==> src/rtl/rr_dispatch_5lane.sv <==
// rr_dispatch_5lane
//   Round-robin work dispatcher. Incoming words are buffered in a small FIFO.
//   The head word is offered to one child lane at a time, with a valid/ready
//   handshake per lane. A lane that is disabled, or that stalls for
//   STALL_LIMIT cycles, is skipped.
//
// Ports
//   clk, rst_n    : single rising-edge clock, asynchronous active-low reset
//   in_valid/in_ready/in_data   : upstream push handshake into the FIFO
//   lane_en       : per-lane enable mask
//   out_valid     : one-hot (or zero) offer of the head word to the lane at ptr
//   out_ready     : per-lane accept; only the selected lane's bit is used
//   out_data      : FIFO head word, shared by all lanes
//   fifo_count    : current FIFO occupancy
//   dispatch_cnt  : number of words delivered, wraps at 16 bits
//   skip_pulse    : one-cycle pulse after a lane is skipped for timeout
module rr_dispatch_5lane #(
  parameter int DATA_W      = 16,
  parameter int NUM_LANES   = 5,
  parameter int FIFO_DEPTH  = 4,
  parameter int STALL_LIMIT = 8
) (
  input  logic                          clk,
  input  logic                          rst_n,
  input  logic                          in_valid,
  output logic                          in_ready,
  input  logic [DATA_W-1:0]             in_data,
  input  logic [NUM_LANES-1:0]          lane_en,
  output logic [NUM_LANES-1:0]          out_valid,
  input  logic [NUM_LANES-1:0]          out_ready,
  output logic [DATA_W-1:0]             out_data,
  output logic [$clog2(FIFO_DEPTH):0]   fifo_count,
  output logic [15:0]                   dispatch_cnt,
  output logic                          skip_pulse
);

  localparam int AW = $clog2(FIFO_DEPTH);
  localparam int CW = AW + 1;
  localparam int LW = $clog2(NUM_LANES);
  localparam int SW = (STALL_LIMIT > 1) ? $clog2(STALL_LIMIT) : 1;
  localparam logic [SW-1:0] STALL_MAX = SW'((STALL_LIMIT == 0) ? 0 : STALL_LIMIT - 1);

  logic [DATA_W-1:0] mem [FIFO_DEPTH];
  logic [AW-1:0]     wr_ptr, rd_ptr;
  logic [LW-1:0]     ptr, next_ptr;
  logic [SW-1:0]     stall_cnt;

  logic push, pop, offer, sel_ready, xfer, timeout, advance;

  // First enabled lane after cur, scanning cyclically. Falls back to cur
  // itself when it is the only enabled lane (or when none is enabled).
  function automatic logic [LW-1:0] next_lane(input logic [LW-1:0] cur,
                                               input logic [NUM_LANES-1:0] en);
    logic [LW-1:0] res;
    logic [LW-1:0] idx;
    logic          found;
    res   = cur;
    found = 1'b0;
    for (int k = 1; k <= NUM_LANES; k++) begin
      idx = LW'((int'(cur) + k) % NUM_LANES);
      if (!found && en[idx]) begin
        res   = idx;
        found = 1'b1;
      end
    end
    return res;
  endfunction

  // NOTE: every signal assigned in always_comb gets a default first, so no
  // path through the block can leave it unassigned and infer a latch.
  always_comb begin
    in_ready  = (fifo_count != CW'(FIFO_DEPTH));
    push      = in_valid && in_ready;
    offer     = (fifo_count != '0) && lane_en[ptr];
    sel_ready = out_ready[ptr];
    xfer      = offer && sel_ready;
    pop       = xfer;
    timeout   = (STALL_LIMIT != 0) && offer && !sel_ready && (stall_cnt == STALL_MAX);
    // A disabled current lane is left as soon as any other lane is enabled.
    advance   = xfer || timeout || (!lane_en[ptr] && (|lane_en));
    next_ptr  = next_lane(ptr, lane_en);
    out_data  = mem[rd_ptr];
    out_valid = '0;
    for (int i = 0; i < NUM_LANES; i++) begin
      out_valid[i] = offer && (ptr == LW'(i));
    end
  end

  // NOTE: the storage array is deliberately not reset; occupancy and the
  // pointers alone define which entries are meaningful.
  always_ff @(posedge clk) begin
    if (push) mem[wr_ptr] <= in_data;
  end

  // NOTE: sequential state uses non-blocking assignments so every register
  // samples pre-edge values regardless of statement order.
  always_ff @(posedge clk or negedge rst_n) begin
    if (!rst_n) begin
      wr_ptr       <= '0;
      rd_ptr       <= '0;
      fifo_count   <= '0;
      ptr          <= '0;
      stall_cnt    <= '0;
      dispatch_cnt <= '0;
      skip_pulse   <= 1'b0;
    end else begin
      if (push) wr_ptr <= wr_ptr + 1'b1;
      if (pop)  rd_ptr <= rd_ptr + 1'b1;

      case ({push, pop})
        2'b10:   fifo_count <= fifo_count + 1'b1;
        2'b01:   fifo_count <= fifo_count - 1'b1;
        default: fifo_count <= fifo_count;
      endcase

      if (xfer) dispatch_cnt <= dispatch_cnt + 16'd1;

      if (advance) ptr <= next_ptr;

      // The counter only runs while the selected lane is offered and holding
      // off; it is parked at zero otherwise, including with the FIFO empty.
      if (!offer || xfer || timeout) stall_cnt <= '0;
      else                           stall_cnt <= stall_cnt + 1'b1;

      skip_pulse <= timeout;
    end
  end

endmodule

==> config.mk <==
export PLATFORM = sky130hd
export DESIGN_NAME = rr_dispatch_5lane
export DESIGN_NICKNAME = d
export VERILOG_FILES = /design/src/rtl/rr_dispatch_5lane.sv
export SDC_FILE = /design/constraint.sdc
export NUM_CORES = 1
export LEC_CHECK = 0
export ABC_AREA = 1
export CAP_MARGIN = 5
export CORE_MARGIN = 2
export CORE_UTILIZATION = 30
export DETAILED_ROUTE_END_ITERATION = 8
export SYNTH_ARGS = -nofsm -noshare
export SYNTH_HDL_FRONTEND = slang
export SYNTH_SLANG_ARGS = --single-unit
export TNS_END_PERCENT = 5
==> constraint.sdc <==
create_clock -name clk -period 3.26 [get_ports clk]
set_clock_uncertainty 0.2 [all_clocks]
set_input_delay 0.652 -clock clk [delete_from_list [all_inputs] [get_ports clk]]
set_output_delay 0.652 -clock clk [all_outputs]
set_load 0.02 [all_outputs]
==> After elaboration in Yosys (flattened, before gate mapping) <==
Memories as Yosys holds them, arrays and structs flattened.
Index checks and enable logic that the tools add are counted.
{ "word_totals": {"regBits": 30, "ramBits": 64, "output_inout_bits": 42, "inputBits": 29, "wordCells": 97, "n_memories": 1} }
{ "classes": {"n_reduce_logical": 32, "n_div": 5, "mux": 27, "add_sub_neg": 11, "n_lt_le_gt_ge": 6, "eq_ne": 8} }
{ "mem_list": {"columns": ["name", "words", "width", "read_ports", "rd_ports_with_merged_regs", "write_ports", "line", "text"], "rows": [
  ["mem", 4, 16, 1, 0, 1, "43", "logic [DATA_W-1:0] mem [FIFO_DEPTH];"]
]} }
{ "ops": {"columns": ["op", "n"], "rows": [
  ["$mod A32 B4 Y32 const B", 5],
  ["$lt A3 B4 Y1 const B", 6],
  ["$bmux W1 S3", 7],
  ["$mux W3", 6],
  ["$add A16 B1 Y16 const B", 1],
  ["$logic_and A1 B1 Y1", 15],
  ["$mux W1", 13],
  ["$add A3 B2 Y4 const B", 2],
  ["$add A3 B3 Y4 const B", 2],
  ["$logic_not A1 Y1", 7],
  ["$add A3 B1 Y3 const B", 2],
  ["$eq A3 B2 Y1 const B", 2],
  ["$eq A3 B3 Y1 const B", 2],
  ["$pmux W3 S2", 1],
  ["$reduce_bool A5 Y1", 1],
  ["$reduce_or A5 Y1", 1],
  ["$add A2 B1 Y2 const B", 2],
  ["$add A3 B1 Y4 const B", 1],
  ["$logic_or A1 B1 Y1", 4],
  ["$eq A3 B1 Y1 const B", 1],
  ["$logic_not A3 Y1", 1],
  ["$ne A3 B3 Y1 const B", 1],
  ["$reduce_bool A3 Y1", 1],
  ["$sub A3 B1 Y3 const B", 1],
  ["4 further kinds", 4]
]} }

==> Longest topological paths before layout <==
{ "depth": {"depth_word": 18, "ltp_mapped": 28, "mapped_depth_nobuf": 26} }

==> Worst setup path before layout <==
No wires, ideal clock.
{ "synth_path": {"path_kind": "reg2reg", "from": "reg ptr[0]", "to": "reg ptr[0]", "stages_incl_launch_ff": 25, "setup_ps": 116, "n_path_buf": 3, "path_slack_ps": -302, "synth_period_minus_slack_ps": 3562, "required_ps": 2944, "t_arrival_ps": 3246, "cell_sequence": "dfrtp_1 > buf_6 > inv_4 > buf_4 > ha_1 > buf_4 > inv_2 > ha_1 > inv_1 > ha_1 > inv_1 > nand3_1 > o21ai_2 > nand2_2 > nand2_2 > xor2_2 > inv_2 > nand2_2 > nand2_2 > nor2_8 > nand4_1 > nand2_2 > nor2_1 > nand2_1 > nand2_1"} }
{ "synth_via": {"elab_chain_len": 18, "word_cells_on_any_way": 52, "classes_between": "5 x add/sub; 5 x div; 23 x mux; 19 x reduce/logical"} }
{ "synth_lines": {"columns": ["element", "line", "text"], "rows": [
  ["start: declaration", "45", "logic [LW-1:0] ptr, next_ptr;"],
  ["start signal: assignment", "118", "if (advance) ptr <= next_ptr;"],
  ["$add A3 B1 Y4", "60", "idx = LW'((int'(cur) + k) % NUM_LANES);"],
  ["$mod A32 B4 Y32", "60", null],
  ["$bmux W1 S3", "61", "if (!found && en[idx]) begin"],
  ["$mux W1 (implied by the code)", "61", null],
  ["$mux W1", "61", null],
  ["$logic_not A1 Y1", "61", null],
  ["$logic_and A1 B1 Y1", "61", null],
  ["$mux W1", "61", null],
  ["[2 not listed]", null, null],
  ["$mux W1", "61", null],
  ["$logic_not A1 Y1", "61", null],
  ["$logic_and A1 B1 Y1", "61", null],
  ["$mux W1", "61", null],
  ["$logic_not A1 Y1", "61", null],
  ["$logic_and A1 B1 Y1", "61", null],
  ["$reduce_bool A5 Y1 (no source line)", null, null],
  ["$reduce_and A2 Y1 (no source line)", null, null]
]} }
Parallel ways exist; a longest one is shown, timed or not. The select of a mux whose other input is x is not followed.
A chain may end at the register's enable or synchronous reset.

==> Worst setup path after layout <==
{ "layout_path": {"from": "reg ptr[0]", "to": "reg ptr[2]"} }
Same word-level chain as after synthesis.

==> results <==
- The flow ran to the end, but the final reports show violations.
- The checks that failed: setup timing.
- The met1 wire length is between 6000 and 7000 um.
- The highest layer touched by signal routing is met4.
- The y dimension of the die is approximately 140 um.
- The filler cells instantiated in the layout total 1833.
- The startpoint identified for the worst register-to-register timing path is ptr[0].
- For this run, design rule violations remaining after detail routing come to 0.
- Data on the critical path is required at its endpoint by between 3000 and 4000 ps.
- The routed wire length on met2 is 6610 um.
- The standard cell core area is 0.0185 sq mm.
- The arrival time of data at the critical path endpoint is 3370 ps.
- In the routed layout, each cell is associated on average with a via count of 4.61.
- The mapped netlist covers 0.00561 sq mm.
- The TritonCTS clock tree is built.
- The number of warnings issued by yosys is 0.
- The CTS root buffer is clkbuf_16.
- The clock latency reported for the late side of the worst-skew pair is 340 ps.
- The number of failing hold endpoints at the final stage is 0.
- The post-detailed-routing wire length is 13900 um.
- For this design, the CTS-stage hold fixing added 0 buffers.
- In this run the count of I/O pins placed on the die edge is 71.
- The standard cell area after detailed placement is 0.00714 sq mm.
- The layout cell share with drive strength beyond 1 is 29.9%.
- Along the worst path, the maximum fanout reaches 5.
- The capture point of the worst reg-to-reg path is ptr[2].
- The endpoint of the worst hold-timing path is stall_cnt[0].
- The dominant synthesized flop cell is edfxtp_1.
- The clock period minus worst slack is 3330 ps.
- Input and output buffers added on the ports amount to 70.
- Max-cap violations in this run came to 0.
- For the pin with the worst max-slew slack, the measured transition is approximately 450 ps.
- Entering global routing, the biggest net connects 34 pins.
- Setup slack on the worst reg-to-reg path comes out at -70 ps.
- Leaving out fill and tap cells, the most frequent cells in the layout are nand2_1, buf_4, nor2_1.
- The startpoint of the tightest hold check path is stall_cnt[0].
- The floorplan step defined a die boundary enclosing 0.0198 sq mm.
- The remaining antenna violation count after routing is 0.
- The fraction of registers with async set or reset after synthesis is 31.9%.
- 0 antenna diodes ended up in the layout.
- The gate count of the mapped netlist is 628.
- The number of antenna violations at the first check in global routing is 0.
- The effective utilization at floorplan is 30.3%.
- The number of enable flip-flop cells after synthesis is 64.
- The sequential area share after synthesis is 47.6%.
- Global routing finished with a remaining overflow of 0.
- The endpoint kind of the worst setup timing path is a flip-flop.
- The final non-filler cell area is between 0.008 and 0.009 sq mm.
- In this run the horizontal extent of the chip is roughly 140 um.
- Row generation in the floorplan step produced 50 rows.
- The worst relative slew slack is 69.6%.
- In this run, the number of DRC markers left after iteration 0 of detailed routing was approximately 250.
- The via count of the first global-routing pass was 4578.
- The area of the multi-input gates is 0.00306 sq mm.
- The worst setup path is launched from a flip-flop.
- The number of nets handed over by synthesis was 692.
- Detailed routing placed a total of about 350 um of wire on met3.
- The total clock buffers created by CTS is 9.
- The leading cell type in the layout, fill and taps excluded is nand2_1.
- The routed via count is around 4700.
- After clock tree synthesis, the clock-pin slew on the worst setup and hold paths is 70 ps.
- Setup violations remaining at the end of the flow were counted as 3.
- Routability-driven placement finished with a final weighted congestion of 0.928.
- The depth of the worst register-to-register path is 25.
- Yosys mapped the design onto 42 distinct sky130hd cell types.
- The maximum clock frequency is 0.300 GHz.
- The type of the setup path with the least slack is flip-flop to flip-flop.
- The sequential standard cell area is ~0.0027 sq mm.
- The worst-case setup margin in the final layout is -73.7 ps.
- CTS saw 94 sinks.
- Dividing the detail-routed wire length by the instance count gives 13.5 um.
- The final standard cell utilization of the core is 43.3%.
- For this run, the detailed router's first-pass iteration total came to 4.
- Setup repair after global routing could not meet its margin everywhere.
- The worst slack at placement is -212 ps.
- The mean post-synth cell area is 8.93 sq um.
- The first global-routing pass estimated 22800 um of wire.
- The overall routing resource usage is 14.2%.
- The final max-slew violation count came to 0.
- Counting flops and latches in the post-synthesis netlist gives 94.
- At the end of the flow, the number of nets in the layout was approximately 850.
- In this run the number of H-tree levels came out at 3.
- The HPWL reported at the end of detailed placement is between 9000 and 10000 um.
- The number of instances on the worst hold path is 1.
- Dividing the final minimum period by the clock period gives 102%.
- No sink is reached through more buffers than the 2 on the longest clock path.
- The area added between synthesis and finish is 43.0%.
- The worst min-delay path class is flip-flop to flip-flop.
[layer usage]
metal,GRT usage [%],vias up
met5,0,-
met4,3.79,0
met3,2.45,22
met2,22.9,77
met1,19.7,2212
li1,-,2414
[flip-flops by register name, indices dropped and copies added (netlist names)]
name and count:
stall_cnt 3, ptr 3, wr_ptr 2, dispatch_cnt 16, mem 64, fifo_count 3
skip_pulse 1, rd_ptr 2
[cell type report]
class                      count  share of cell area (%)
clock buffer                   9                    2.81
clock inverter                 7                   0.983
inverter                      70                    3.49
multi-input combinational    451                    38.2
sequential                    94                    33.3
tap                          234                    3.65
timing repair buffer         159                    17.6
[cells in the mapped netlist (2+ instances only)]
cell type	instances	area (sq um)
dfrtp_1	30	751
buf_2	2	10.0
clkbuf_1	8	30.0
a21boi_1	2	15.0
o21ai_1	2	10.0
buf_4	2	15.0
nand2_1	122	458
a21oi_2	2	17.5
o21ai_2	3	26.3
inv_2	3	11.3
nor2_2	3	18.8
ha_1	34	425
nor2_1	71	267
xnor2_1	10	87.6
nand3_2	2	20.0
nand3_1	64	320
nor3_4	2	32.5
nand2_2	20	125
o21ai_0	48	240
o22ai_1	17	106
edfxtp_1	64	1920
a21oi_1	8	40.0
nor2_4	2	22.5
nand4_1	11	68.8
inv_1	66	248
nand3b_1	2	15.0
xor2_1	13	114
[worst max path at each step]
stage | startpoint | endpoint | slack (ps) | cells past startpoint
floorplan | ptr[0] | ptr[0] | -70 | 25
global placement | lane_en[1] | out_valid[2] | -200 | 10
detailed placement | lane_en[1] | out_valid[4] | -210 | 10
CTS | ptr[1] | ptr[0] | -30 | 27
global route | ptr[0] | ptr[2] | -250 | 24
finish | ptr[0] | ptr[2] | -70 | 25
[cell families after synthesis]
kind of cell / Yosys count / share of synthesized area (%)
DFF: 94 / 47.6
and+or+nand+nor: 305 / 25.4
AOI/OAI and AO/OA: 86 / 9.15
adders and majority gates: 35 / 7.94
buffers and inverters: 84 / 5.98
xor gates and xnor gates: 24 / 3.88
[metrics by stage]
step,hold WS (ps),TNS (ps),std cells
after floorplan,156,-213,628
after global placement,226,-1410,989
after detailed placement,229,-1610,989
final,246,-176,1024
after global routing,291,-712,1024
after CTS,258,-67.4,1012
[critical path, cell delays in order (launching register included)]
cell and delay (ps):
dfrtp_2 400, buf_6 120, inv_4 30, ha_4 290
buf_6 130, inv_8 40, buf_4 140, ha_4 160
nor2_4 110, nand2_4 70, nand2_2 80, nand2_2 80
nand2_2 100, xor2_2 190, nand2_4 70, nand2_4 70
inv_2 40, nand3_2 60, nand2_2 70, a21oi_4 230
buf_4 160, nand3_2 80, nand3_1 100, nand3_1 80
nand2_1 70, nand2_1 40
[repair_timing]
| action | 4_1_cts | 5_1_grt |
|---|---|---|
| pin swaps | 41 | 52 |
| setup endpoints to repair | 8 | 8 |
| gates resized for setup | 76 | 57 |
| setup buffers | 6 | 12 |
| gates cloned | 1 | 0 |
Power is not shown: default switching activity piles up to over one toggle a cycle in this logic, so the estimate is an artifact.
